--- src/rtl/adder_seq_arbiter.sv ---
// Arbitrates two requesters onto one HALF-bit adder slice; each WIDTH-bit add runs low half then high half.
// Latency: request handshake at cycle N gives resp_valid in cycle N+3. Requests stall until the response is taken.
module adder_seq_arbiter #(
  parameter int WIDTH = 32
) (
  input  logic                  clk,
  input  logic                  rst,
  input  logic                  req0_valid,
  output logic                  req0_ready,
  input  logic [WIDTH-1:0]      req0_a,
  input  logic [WIDTH-1:0]      req0_b,
  input  logic                  req1_valid,
  output logic                  req1_ready,
  input  logic [WIDTH-1:0]      req1_a,
  input  logic [WIDTH-1:0]      req1_b,
  output logic [WIDTH/2-1:0]    add_a,
  output logic [WIDTH/2-1:0]    add_b,
  output logic                  add_cin,
  input  logic [WIDTH/2-1:0]    add_sum,
  input  logic                  add_cout,
  output logic                  resp_valid,
  input  logic                  resp_ready,
  output logic                  resp_id,
  output logic [WIDTH-1:0]      resp_sum,
  output logic                  resp_carry,
  output logic                  resp_ovf
);

  localparam int HALF = WIDTH / 2;

  typedef enum logic [1:0] {IDLE, LO, HI, DONE} state_t;

  state_t            state_q, state_d;
  logic              last_grant_q, last_grant_d;
  logic              id_q, id_d;
  logic [WIDTH-1:0]  op_a_q, op_a_d;
  logic [WIDTH-1:0]  op_b_q, op_b_d;
  logic [HALF-1:0]   sum_lo_q, sum_lo_d;
  logic              carry_q, carry_d;
  logic              resp_valid_q, resp_valid_d;
  logic              resp_id_q, resp_id_d;
  logic [WIDTH-1:0]  resp_sum_q, resp_sum_d;
  logic              resp_carry_q, resp_carry_d;
  logic              resp_ovf_q, resp_ovf_d;
  logic              gnt0, gnt1;

  // On a tie, the requester that did not win last time gets the slice.
  assign gnt0 = req0_valid & (~req1_valid | last_grant_q);
  assign gnt1 = req1_valid & (~req0_valid | ~last_grant_q);

  always_ff @(posedge clk or posedge rst) begin
    if (rst) begin
      state_q      <= IDLE;
      last_grant_q <= 1'b1;
      id_q         <= 1'b0;
      op_a_q       <= '0;
      op_b_q       <= '0;
      sum_lo_q     <= '0;
      carry_q      <= 1'b0;
      resp_valid_q <= 1'b0;
      resp_id_q    <= 1'b0;
      resp_sum_q   <= '0;
      resp_carry_q <= 1'b0;
      resp_ovf_q   <= 1'b0;
    end else begin
      state_q      <= state_d;
      last_grant_q <= last_grant_d;
      id_q         <= id_d;
      op_a_q       <= op_a_d;
      op_b_q       <= op_b_d;
      sum_lo_q     <= sum_lo_d;
      carry_q      <= carry_d;
      resp_valid_q <= resp_valid_d;
      resp_id_q    <= resp_id_d;
      resp_sum_q   <= resp_sum_d;
      resp_carry_q <= resp_carry_d;
      resp_ovf_q   <= resp_ovf_d;
    end
  end

  always_comb begin
    state_d      = state_q;
    last_grant_d = last_grant_q;
    id_d         = id_q;
    op_a_d       = op_a_q;
    op_b_d       = op_b_q;
    sum_lo_d     = sum_lo_q;
    carry_d      = carry_q;
    resp_valid_d = resp_valid_q;
    resp_id_d    = resp_id_q;
    resp_sum_d   = resp_sum_q;
    resp_carry_d = resp_carry_q;
    resp_ovf_d   = resp_ovf_q;
    req0_ready   = 1'b0;
    req1_ready   = 1'b0;
    add_a        = '0;
    add_b        = '0;
    add_cin      = 1'b0;
    case (state_q)
      IDLE: begin
        req0_ready = gnt0;
        req1_ready = gnt1;
        if (gnt0 | gnt1) begin
          op_a_d       = gnt1 ? req1_a : req0_a;
          op_b_d       = gnt1 ? req1_b : req0_b;
          id_d         = gnt1;
          last_grant_d = gnt1;
          state_d      = LO;
        end
      end
      LO: begin
        add_a    = op_a_q[HALF-1:0];
        add_b    = op_b_q[HALF-1:0];
        sum_lo_d = add_sum;
        carry_d  = add_cout;
        state_d  = HI;
      end
      HI: begin
        add_a        = op_a_q[WIDTH-1:HALF];
        add_b        = op_b_q[WIDTH-1:HALF];
        add_cin      = carry_q;
        resp_sum_d   = {add_sum, sum_lo_q};
        resp_carry_d = add_cout;
        resp_ovf_d   = (op_a_q[WIDTH-1] == op_b_q[WIDTH-1]) &
                       (add_sum[HALF-1] != op_a_q[WIDTH-1]);
        resp_id_d    = id_q;
        resp_valid_d = 1'b1;
        state_d      = DONE;
      end
      DONE: begin
        if (resp_ready) begin
          resp_valid_d = 1'b0;
          state_d      = IDLE;
        end
      end
      default: state_d = IDLE;
    endcase
  end

  assign resp_valid = resp_valid_q;
  assign resp_id    = resp_id_q;
  assign resp_sum   = resp_sum_q;
  assign resp_carry = resp_carry_q;
  assign resp_ovf   = resp_ovf_q;

endmodule

--- config.mk ---
export PLATFORM = sky130hd
export DESIGN_NAME = adder_seq_arbiter
export DESIGN_NICKNAME = d
export VERILOG_FILES = /design/src/rtl/adder_seq_arbiter.sv
export SDC_FILE = /design/constraint.sdc
export NUM_CORES = 1
export LEC_CHECK = 0
export BUFFER_PORTS_ARGS = -buffer_cell sky130_fd_sc_hd__buf_2
export CAP_MARGIN = 30
export CORE_ASPECT_RATIO = 1.25
export CORE_MARGIN = 3
export CORE_UTILIZATION = 36
export DETAILED_ROUTE_END_ITERATION = 6
export GPL_TIMING_DRIVEN = 0
export PLACE_DENSITY = 0.59
export SYNTH_ARGS = -nofsm -noshare
export SYNTH_HDL_FRONTEND = slang
export SYNTH_SLANG_ARGS = --single-unit
export TNS_END_PERCENT = 5
--- constraint.sdc ---
create_clock -name clk -period 12 [get_ports clk]
set_input_delay 2.4 -clock clk [delete_from_list [all_inputs] [get_ports clk]]
set_output_delay 2.4 -clock clk [all_outputs]
set_load 0.005 [all_outputs]
== Word level (Yosys, flattened, before mapping) ==
Index checks and enable logic that the tools add are counted.
W data, S select, Z words.

* Register bits: 121
* Input bits: 150

* Equal/unequal tests: 7
* Muxes and demuxes: 12
* Bitwise gates (word level): 9
* Reduce and logical (&&, ||, !) cells: 5

{| class="wikitable"
|+ Operators by type and width
! operator !! number
|-
| $mux W32 || 2
|-
| $pmux W16 S2 || 2
|-
| $pmux W2 S4 || 1
|-
| $reduce_and A2 Y1 || 3
|-
| $eq A2 B2 Y1 const B || 2
|-
| $mux W1 || 4
|-
| $mux W2 || 2
|-
| $ne A2 B2 Y1 const B || 2
|-
| $and A1 B1 Y1 || 3
|-
| $not A1 Y1 || 3
|-
| $or A1 B1 Y1 || 3
|-
| $eq A2 B1 Y1 const B || 1
|-
| $logic_not A2 Y1 || 1
|-
| $pmux W1 S2 || 1
|-
| $reduce_bool A2 Y1 || 1
|-
| $eq A1 B1 Y1 || 1
|-
| $ne A1 B1 Y1 || 1
|}

== Logic depth before layout (Yosys ltp) ==
* Depth after elaboration: 6
* Depth in mapped cells: 7

== Worst setup path before layout ==
No wires, ideal clock.

* Path kind: input port to output port
* From: input req1_valid
* To: output req1_ready
* Data arrival time: 2.900 ns
* Required time: 9.600 ns
* Setup slack: 6.700 ns
* Stages on the path: 3
* Buffers on the path: 1
* Cell sequence: a21boi_2 > buf_6 > and2_1

* Cells in the longest elaborated chain, start to end: 2

{| class="wikitable"
|+ Ends and longest elaborated chain
! what !! line !! text
|-
| from (decl) || 12 || <nowiki>input logic req1_valid,</nowiki>
|-
| $and A1 B1 Y1 || 49 || <nowiki>assign gnt1 = req1_valid & (~req0_valid | ~last_grant_q);</nowiki>
|-
| $mux W1 || 99 || <nowiki>case (state_q)</nowiki>
|-
| to (decl) || 13 || <nowiki>output logic req1_ready,</nowiki>
|}

No other way between the ends.

== Final worst setup path ==
Ends and elaborated chain as after synthesis.

==> summary.md <==
| Metric | Value |
|---|---|
| Status | finished clean |
| Syn Inst Count | 569 |
| Critical-path cell list | buf_2 -> a21boi_2 -> buf_6 -> and2_1 -> buf_2 |
| FF-to-FF path depth | 5 |
| Antenna fix cells | 0 |
| Post-synthesis sequential area ratio | 53.2% |
| Multi-input logic area | 2340 um^2 |
| Worst EP arrival | 3260 ps |
| Hold Path Cell Cnt | 1 |
| CP Launch Type | input pin |
| Peak Freq | 177 MHz |
| CTS Hold Bufs | 0 |
| Reg-to-reg slack, setup | 10180 ps |
| Die width | 118 um |
| DP HPWL | 13100 um |
| Layout overhead on the synthesized area | 35.6% |
| Layout cells sized above 1 | 42.1% |
| Routed Antenna Nets | 0 |
| Final setup vio count | 0 |
| Vias per cell | 4.95 |
| Worst Path Buf+Inv | 3 |
| Vias in the first global route | 5278 |
| Post-place instance area | 7090 um^2 |
| CP delay by family, top | buffers and inverters |
| Wire per inst | 16.7 um |
| Slew Viols, Final | 0 |
| Die area | 17400 um^2 |
| Slew @ Worst Pin | 527 ps |
| Syn Std Cell Area | 5690 um^2 |
| GR Util met2 | 34.3% |
| Die Ht | 147 um |
| Cell Pwr Density | 285 nW/um^2 |
| Clk buf depth | 2 |
| CP Data Required Time | 9600 ps |
| Final Skew | 8.30 ps |
| VDD IR-drop max | 0.109 mV |
| Final Cycle Share | 47.1% |
| Number of remaining DRC errors | 0 |
| RSZ-0062 raised after global routing | no |
| Antenna violations before repair | 0 |
| First-pass GRT wire length | 26800 um |
| Post-cts sizing count | 0 |
| Crit Path Max Fanout | 10 |
| IO Count | 221 |
| Startpoint of the worst-slack reg-to-reg timing path | state_q[0] |
| Crit-path slowest cell | buf_6 |
| Most common cell in the netlist | nand2_1 |
| Clock sinks | 121 |
| Global route overflow | 0 |
| Hold Path Sink | resp_sum[22] |
| Hold crit path type | register to register |
| CTS Buf Count | 17 |
| Post-synth top area share | 52.7% |
| Largest cells by area after synthesis | dfrtp_1 (53%), mux2_2 (10%), nand2_1 (8.5%) |
| CTS tree | built |
| Critical Setup Path Class | input pin to output pin |
| Met1 usage | 23.8% |
| Top cells by count, synth | nand2_1 (129), dfrtp_1 (120), nor2_1 (68), a31oi_1 (65), mux2_2 (52) |
| EDFF count, synth | 0 |
| Leak | 0.00373 uW |
| Rel. slew slack | 64.9% |
| Vias post-DR | 5103 |
| Top FF cell, synth | dfrtp_1 |
| H-Tree Depth | 4 |
| Synth cell types | 24 |
| Fillcell total | 1510 |
| Design area | 7720 um^2 |
| Syn Nets | 724 |
| CTS clk-pin slew, worst paths | 60 ps |
| Max_cap viols | 0 |
| FF/Latch Area | 3030 um^2 |
| #FFs+latches synth | 121 |
| Max incr delay on CP | 220 ps |
| Fin nets | 964 |
| Warnings, synthesis | 0 |
| Met3 Use GR | 4.65% |
| Worst-skew pair later-pin latency | 410 ps |
| Worst Slack Setup Final | 6340 ps |
| Setup TNS | 0 ps |
| CP Capture Type | output pin |
| Total Wirelength | 17200 um |
| Pre-antenna DRT Iters | 5 |
| Syn avg cell area | 10.0 um^2 |
| Detailed Route Iter0 Violations | 238 |
| Final min period | 5660 ps |
| I/O Buffers | 220 |
| Synth async-reset ratio | 100% |
| Dominant cell type by area after synthesis | dfrtp_1 |
| Starting density of the core | 37.3% |
| Row cnt | 50 |
| Gp weighted congestion | 0.849 |
| Final core utilization | 50.6% |
| Fin. Hold Viols | 0 |
| Place WS | 6330 ps |
| Crit-path most repeated cell | buf_2 |
| Core outline area | 15300 um^2 |
| Setup bufs post-CTS | 0 |
| Hold path start | resp_sum[22] |
| Critical R2R Capture | resp_sum[26] |
| Total track usage | 19.6% |
| Largest net degree at the start of global routing | 72 |
| Busiest grt layer | met2 |
| Clock root cell | clkbuf_16 |
how the worst max path moves through the flow:
stage,start,to,slack (ps),cells past startpoint
2_1_floorplan,rst,carry_q,6390,1
3_3_place_gp,rst,op_b_q[21],5030,2
3_5_place_dp,req1_valid,req1_ready,6330,5
4_1_cts,req1_valid,req1_ready,6330,5
5_1_grt,req1_valid,req1_ready,6290,5
6_report,req1_valid,req1_ready,6340,5
layout by cell type, fill, tap and decap left out:
cell,n
buf_12,5
a21bo_1,1
clkinvlp_4,3
clkbuf_8,1
o21bai_1,1
buf_16,1
clkbuf_16,17
inv_1,5
and2_1,2
dfrtp_1,120
dfstp_2,1
a21oi_1,5
clkbuf_1,6
a22oi_1,32
o32a_1,1
a21boi_2,1
nand2_1,129
o21a_1,1
nor2b_1,33
mux2_2,52
clkinv_4,3
o22ai_1,1
and3b_1,1
ha_1,5
buf_4,3
nor2_1,68
buf_6,1
clkinv_2,2
buf_2,249
a31oi_1,65
inv_6,3
bufinv_16,4
layout make-up:
| type | count | area share (%) |
|---|---|---|
| flip-flops and latches | 121 | 39.2 |
| multi-input cells | 398 | 30.3 |
| repair buffers | 221 | 14.6 |
| clock buffers | 18 | 5.69 |
| plain buffers | 44 | 3.90 |
| well taps | 208 | 3.37 |
| clock inverters | 14 | 2.54 |
| inverters | 6 | 0.356 |
registers in the layout, summed over array words and instances, names as in the netlist:
signal / flops
resp_ovf: 1
id_q: 1
sum_lo_q: 16
resp_valid: 1
resp_sum: 32
op_b_q: 32
carry_q: 1
resp_carry: 1
resp_id: 1
last_grant_q: 1
state_q: 2
op_a_q: 32
logic make-up (layout without fill, tap and decap cells):
logic type               after synthesis  after routing  synth area share, %
multiplexers                          52             52                 10.3
AO/OA/AOI/OAI                        108            108                 12.7
buffers and inverters                 50            303                 5.69
adder cells (fa/ha/maj)                5              5                 1.10
flip-flops                           121            121                 53.2
AND/OR/NAND/NOR                      233            233                 17.0
where the power goes:
group / total [uW] / switching [uW] / internal, uW / leakage, uW
clock network: 544 / 190 / 354 / 0.000303
registers: 745 / 122 / 623 / 0.00138
logic: 915 / 467 / 448 / 0.00205
metrics by stage:
stage	hold slack (ps)	std cells	power, uW
after detailed placement	490	998	1680
after global placement	480	997	1650
after global routing	512	1030	2360
after floorplan	473	569	1320
after CTS	500	1030	2230
final	498	1030	2200
routing by layer:
layer  wire (um)  vias to the layer above
li1            -                     2428
met1        7060                     2457
met2        8870                      198
met3         995                       20
met4         267                        0
met5           0                        -
(Power assumes the default switching activity.)
